**src/rtl/uart_rx_framer.sv**
```systemverilog
// uart_rx_framer: oversampling UART receiver for the FTDI RX line.
// Synchronises rxd, takes three samples around mid-bit and keeps the 2-of-3
// majority, then hands completed bytes to the command processor over
// valid/ready. Framing, overrun and (optionally) parity errors are reported
// as one-cycle pulses so corrupted command frames can be discarded.
//
// Build option: define UART_RX_PARITY_EN for 8E1 framing (even parity bit
// after bit 7, parity_err live). Left undefined the frame is 8N1 and
// parity_err is tied low.
`timescale 1ns/1ps

module uart_rx_framer #(
  parameter int CLKS_PER_BIT = 868,
  parameter int SYNC_STAGES  = 2
) (
  input  logic       clk,
  input  logic       rst,
  input  logic       rxd,
  output logic [7:0] dout,
  output logic       dout_valid,
  input  logic       dout_ready,
  output logic       busy,
  output logic       framing_err,
  output logic       overrun_err,
  output logic       parity_err
);

  // Bit-timing landmarks within one bit period (counter runs 0..LAST).
  localparam logic [15:0] CNT_LAST = 16'(CLKS_PER_BIT - 1);
  localparam logic [15:0] CNT_S0   = 16'(CLKS_PER_BIT / 2 - 1);
  localparam logic [15:0] CNT_S1   = 16'(CLKS_PER_BIT / 2);
  localparam logic [15:0] CNT_VOTE = 16'(CLKS_PER_BIT / 2 + 1);

  typedef enum logic [2:0] {
    IDLE   = 3'd0,
    START  = 3'd1,
    DATA   = 3'd2,
    PARITY = 3'd3,
    STOP   = 3'd4,
    BREAK  = 3'd5
  } state_t;

  state_t                 state;
  logic [SYNC_STAGES-1:0] sync_q;
  logic                   rxs;
  logic [15:0]            cnt;
  logic [2:0]             bit_idx;
  logic                   s0;
  logic                   s1;
  logic                   vote;
  logic                   at_vote;
  logic                   at_wrap;
  logic [7:0]             shreg;
  logic                   parity_ok;

`ifdef UART_RX_PARITY_EN
  logic par_bit;
  logic parity_q;
  // Even parity: data bits plus parity bit must XOR to zero.
  assign parity_ok  = ~(^{shreg, par_bit});
  assign parity_err = parity_q;
`else
  assign parity_ok  = 1'b1;
  assign parity_err = 1'b0;
`endif

  // Synchronise the asynchronous line; idle-high so reset loads ones.
  always_ff @(posedge clk or posedge rst) begin
    if (rst) begin
      sync_q <= '1;
    end else begin
      sync_q <= {sync_q[SYNC_STAGES-2:0], rxd};
    end
  end

  assign rxs = sync_q[SYNC_STAGES-1];

  // Majority of the samples at H-1, H and the live sample at H+1.
  always_comb begin
    vote    = (s0 & s1) | (s0 & rxs) | (s1 & rxs);
    at_vote = (cnt == CNT_VOTE);
    at_wrap = (cnt == CNT_LAST);
  end

  assign busy = (state != IDLE);

  // Handshake: dout_valid high means dout holds an unconsumed byte and dout is
  // frozen; the byte is taken on any clock edge where dout_valid and
  // dout_ready are both high, and dout_valid drops on the following cycle
  // unless a new byte completes on that same edge.

  // Receive FSM with bit counter, shift register and registered outputs.
  always_ff @(posedge clk or posedge rst) begin
    if (rst) begin
      state       <= IDLE;
      cnt         <= '0;
      bit_idx     <= '0;
      s0          <= 1'b1;
      s1          <= 1'b1;
      shreg       <= '0;
      dout        <= '0;
      dout_valid  <= 1'b0;
      framing_err <= 1'b0;
      overrun_err <= 1'b0;
`ifdef UART_RX_PARITY_EN
      par_bit     <= 1'b0;
      parity_q    <= 1'b0;
`endif
    end else begin
      framing_err <= 1'b0;
      overrun_err <= 1'b0;
`ifdef UART_RX_PARITY_EN
      parity_q    <= 1'b0;
`endif
      if (dout_valid && dout_ready) begin
        dout_valid <= 1'b0;
      end

      if (state != IDLE) begin
        cnt <= at_wrap ? '0 : cnt + 16'd1;
        if (cnt == CNT_S0) s0 <= rxs;
        if (cnt == CNT_S1) s1 <= rxs;
      end

      case (state)
        IDLE: begin
          cnt     <= '0;
          bit_idx <= '0;
          // The cycle that sees the falling edge is count 0 of the start bit.
          if (!rxs) begin
            state <= START;
            cnt   <= 16'd1;
          end
        end

        START: begin
          if (at_vote && vote) begin
            // Line was back high at mid-bit: a glitch, not a start bit.
            state <= IDLE;
            cnt   <= '0;
          end else if (at_wrap) begin
            state <= DATA;
          end
        end

        DATA: begin
          if (at_vote) begin
            shreg <= {vote, shreg[7:1]};
          end
          if (at_wrap) begin
            bit_idx <= bit_idx + 3'd1;
            if (bit_idx == 3'd7) begin
`ifdef UART_RX_PARITY_EN
              state <= PARITY;
`else
              state <= STOP;
`endif
            end
          end
        end

`ifdef UART_RX_PARITY_EN
        PARITY: begin
          if (at_vote) begin
            par_bit <= vote;
          end
          if (at_wrap) begin
            state <= STOP;
          end
        end
`endif

        STOP: begin
          if (at_vote) begin
            if (vote) begin
              // Leave at mid-stop so a back-to-back start edge is caught.
              state <= IDLE;
              cnt   <= '0;
              if (!parity_ok) begin
`ifdef UART_RX_PARITY_EN
                parity_q <= 1'b1;
`endif
              end else if (dout_valid && !dout_ready) begin
                overrun_err <= 1'b1;
              end else begin
                dout       <= shreg;
                dout_valid <= 1'b1;
              end
            end else begin
              framing_err <= 1'b1;
              state       <= BREAK;
            end
          end
        end

        BREAK: begin
          // Hold here while the line stays low so a break reports once.
          if (rxs) begin
            state <= IDLE;
            cnt   <= '0;
          end
        end

        default: begin
          state <= IDLE;
          cnt   <= '0;
        end
      endcase
    end
  end

endmodule

```
**config.mk**
```make
export PLATFORM = sky130hd
export DESIGN_NAME = uart_rx_framer
export DESIGN_NICKNAME = d
export VERILOG_FILES = /design/src/rtl/uart_rx_framer.sv
export SDC_FILE = /design/constraint.sdc
export NUM_CORES = 1
export LEC_CHECK = 0
export CAP_MARGIN = 20
export CORE_MARGIN = 1.5
export CORE_UTILIZATION = 40
export CTS_BUF_LIST = sky130_fd_sc_hd__clkbuf_4 sky130_fd_sc_hd__clkbuf_8 sky130_fd_sc_hd__clkbuf_16
export CTS_CLUSTER_DIAMETER = 40
export DETAILED_ROUTE_END_ITERATION = 10
export PLACE_DENSITY = 0.67
export SLEW_MARGIN = 20
export SYNTH_ARGS = -nofsm -noshare
export SYNTH_HDL_FRONTEND = slang
export SYNTH_SLANG_ARGS = --single-unit
```
**constraint.sdc**
```tcl
create_clock -name clk -period 4.1 [get_ports clk]
set_clock_uncertainty 0.2 [all_clocks]
set_input_delay 0.82 -clock clk [delete_from_list [all_inputs] [get_ports clk]]
set_output_delay 0.82 -clock clk [all_outputs]
set_load 0.05 [all_outputs]
```
==> metrics.md <==
| Metric | Value |
|---|---|
| CTS Hold Buffers Added | 0 |
| Outcome | complete, no violations |
| Setup repair after global routing missed its margin | false |
| Share of post-route cells with drive strength above 1 | between 10% and 20% |
| Count of final setup violators | 0 |
| Fraction of synthesized area in multiplexers | 9.20% |
| Fmax achieved | between 300 and 400 MHz |
| I/O pin cnt | 17 |
| Net count, final | 229 |
| Post-synthesis compound-gate area fraction | 7.16% |
| Synthesized netlist net count | approximately 220 |
| Leakage | about 1.1 nW |
| Total via count in the routed design | 1,477 |
| # rows | 26 |
| Hpwl dp | approximately 2700 um |
| Clock group share of total power | 38.1% |
| Die X | between 70 and 80 um |
| Shortest clock period the worst path allows after layout | 3.10 ns |
| Post-synthesis sequential area ratio | 51.3% |
| Actual transition at the worst max-transition pin | 0.911 ns |
| Largest fanout on the critical path | 13 |
| Xor-xnor portion of the synthesized cell area | 5.57% |
| Predominant post-synthesis flop cell | sky130_fd_sc_hd__dfrtp_1 |
| Warnings from Yosys | 0 |
| Crit Path Class | reg -> out |
| Relative contribution of sequential cells to total power | 60.0% |
| Dominant combinational cell family by area after synthesis | simple AND/OR/NAND/NOR gates |
| TritonCTS clock tree | yes |
| Library cells used by synthesis | 46 |
| Wire length of the first global-routing pass | 6730 um |
| Origin of the critical flop-to-flop path | cnt[12] |
| Power Internal | 0.571 mW |
| Wirelength per Cell | 13.2 um |
| Initial antenna violation count | 0 |
| DR vias/cell | 5.08 |
| Post-Synth Simple-Gate Area | 19.9% |
| Crit start category | flop |
| Maximum ir drop on the vdd rail | 0.157 mV |
| Arrival time of data at the critical path endpoint | between 2 and 2.5 ns |
| Cell Count Post-Placement | between 200 and 300 |
| Synthesized area divided by synthesized cell count | 10.6 um2 |
| Worst endpoint required time | 3.08 ns |
| Slew Limit Headroom | approximately two fifths |
| Hold Vio Cnt, Final | 0 |
| Cells along the critical path | or3_1 > clkdlybuf4s50_1 |
| 1st-pass router iterations | 4 |
| PwrDens | 298 nW/um2 |
| Proportion of register bits with asynchronous set or reset after synthesis | 100% |
| CTS-repair resized insts | 0 |
| Combined global-route utilization of all metal layers | 14.1% |
| Longest Clk Path Bufs | 2 |
| Worst Min Path Start | sync_q[0] |
| Number of levels the H-tree was split into | 2 |
| Buffer type at the clock tree root | sky130_fd_sc_hd__clkbuf_8 |
| Commonest cells after routing, fill and taps aside | 41 x sky130_fd_sc_hd__dfrtp_1, 25 x sky130_fd_sc_hd__nor2_1, 20 x sky130_fd_sc_hd__nand2_1 |
| CP endpoint kind | output port |
| Cell area after synthesis | 2200 um2 |
| Switching part of the total power | between 20% and 30% |
| Overflow after GRT | 0 |
| Filler-free cell count of the finished design | 291 |
| Area delta synth->final | 13.2% |
| Path category of the worst min-delay check | reg -> reg |
| Number of synthesized register bits | 45 |
| Die height | 77.2 um |
| Violation count after the first detailed-routing iteration | 86 |
| Count of flip-flops with a built-in enable after synthesis | 0 |
| DRC errors left | 0 |
| Core Util, Final | 47.9% |
| ANT cells | 0 |
| Via count of the first global-routing pass | approximately 1,500 |
| Routed WL | 3830 um |
| Number of nets with antenna violations after routing | 0 |
| Core area | 5200 um2 |
| Gpl congestion | roughly 0.78 |
| Combinational power share | about 1.9% |
| Starting density of the core | approximately 42% |
| Clock slew at the register clock pins of the worst setup and hold paths | about 0.090 ns |
| Setup_tns | 0 ns |
| Final count of pins violating max slew | 0 |
| Commonest non-fill, non-tap cell in the layout | sky130_fd_sc_hd__dfrtp_1 |
| Switch Pwr | about 0.17 mW |
| Highest cell delay on the worst timing path | 0.75 ns |
| Clk_lat worst skew | around 0.30 ns |
| Cell with the biggest individual delay on the critical path | sky130_fd_sc_hd__clkdlybuf4s50_1 |
| Portion of the clock cycle consumed by the worst path in the final layout | 75.7% |
| Number of buffers added by the clock tree synthesis step | 5 |
| Beginning of the critical path | state[1] |
| Number of max-cap violations | 0 |
| Die Footprint | 5960 um2 |
| Sinks on Clock Net | 45 |
| Buffer count from post-CTS setup fixing | 0 |
| Synthesized netlist cell count | 207 |
| Synth Area in Adders | 3.29% |
| Port buffer count | 15 |
| Pin count of the biggest net entering global routing | 46 |
state kept, by name, summed over array words and instances (netlist names):
name,count
bit_idx,3
cnt,16
dout,8
dout_valid,1
framing_err,1
overrun_err,1
s0,1
s1,1
shreg,8
state,3
sync_q,2
cell usage after synthesis (all sizes together), types with 2 or more instances:
cell type	instances	share of area, %
or4	2	0.85
xor2	7	2.8
a21oi	6	1.4
nand3	7	1.8
o211ai	3	1.0
a211oi	2	0.68
nor3	5	1.6
dfrtp	41	47
buf	3	0.80
inv	9	1.5
nand3b	2	0.68
xnor2	7	2.8
nand2	20	3.4
clkbuf	6	1.0
ha	5	2.8
and2	2	0.57
nor4	2	0.57
dfstp	4	4.8
or3	4	1.4
o21ai	3	0.68
nand4	5	1.4
nor4b	2	0.80
nor2	25	4.3
mux2	18	9.2
power by group through the flow:
stage               sequential [mW]  combinational [mW]  clock, mW
floorplan                     0.454              0.0109          0
global placement              0.455              0.0144          0
detailed placement            0.455              0.0147          0
CTS                           0.447              0.0146      0.295
global route                  0.447              0.0161      0.317
finish                        0.447              0.0138      0.284
per-stage QoR:
step	setup slack (ns)	total power, mW	hold WS, ns	area, um2
floorplan	1.61	0.465	0.145	2200
global placement	1.34	0.470	0.150	2400
detailed placement	1.33	0.470	0.152	2400
CTS	0.997	0.756	0.170	2490
global route	0.922	0.780	0.172	2490
finish	0.997	0.745	0.169	2490
final cells by class:
type	instances	area, um2
clock buffer	5	68.8
fill	490	2710
inverter	9	33.8
timing repair buffer	15	150
tap	70	87.6
multi-input combinational	144	998
sequential	45	1130
clock inverter	3	25.0
critical path: cells and delay by family, from the launching register on:
| family | cells | cell delay [ns] |
|---|---|---|
| buf+inv | 1 | 0.75 |
| simple gates | 1 | 0.53 |
| flops | 1 | 0.51 |
cells by family after synthesis:
kind of cell,Yosys count
simple gates,83
compound gates,22
fa+ha+maj,6
other cells,1
mux,18
xor+xnor,14
flops,45
buf+inv,18
worst paths after layout:
kind,slack (ns),cells past startpoint,endpoint
worst max-delay path,1.0,2,busy
worst min-delay path,0.17,0,sync_q[1]
worst max register to register,1.42,4,dout[4]
worst min register to register,0.17,0,sync_q[1]
max in group asynchronous,2.30,2,cnt[0]
min in group asynchronous,0.83,2,shreg[5]
layer usage:
metal / part of all wire, % / vias up / track usage [%]
met1: 51 / 710 / 18.7
li1: - / 747 / -
met4: 0.76 / 0 / 2.91
met3: 2.6 / 4 / 5.12
met2: 46 / 16 / 22.3
met5: 0 / - / 0
Note: power is estimated with default switching activity, not from simulation.
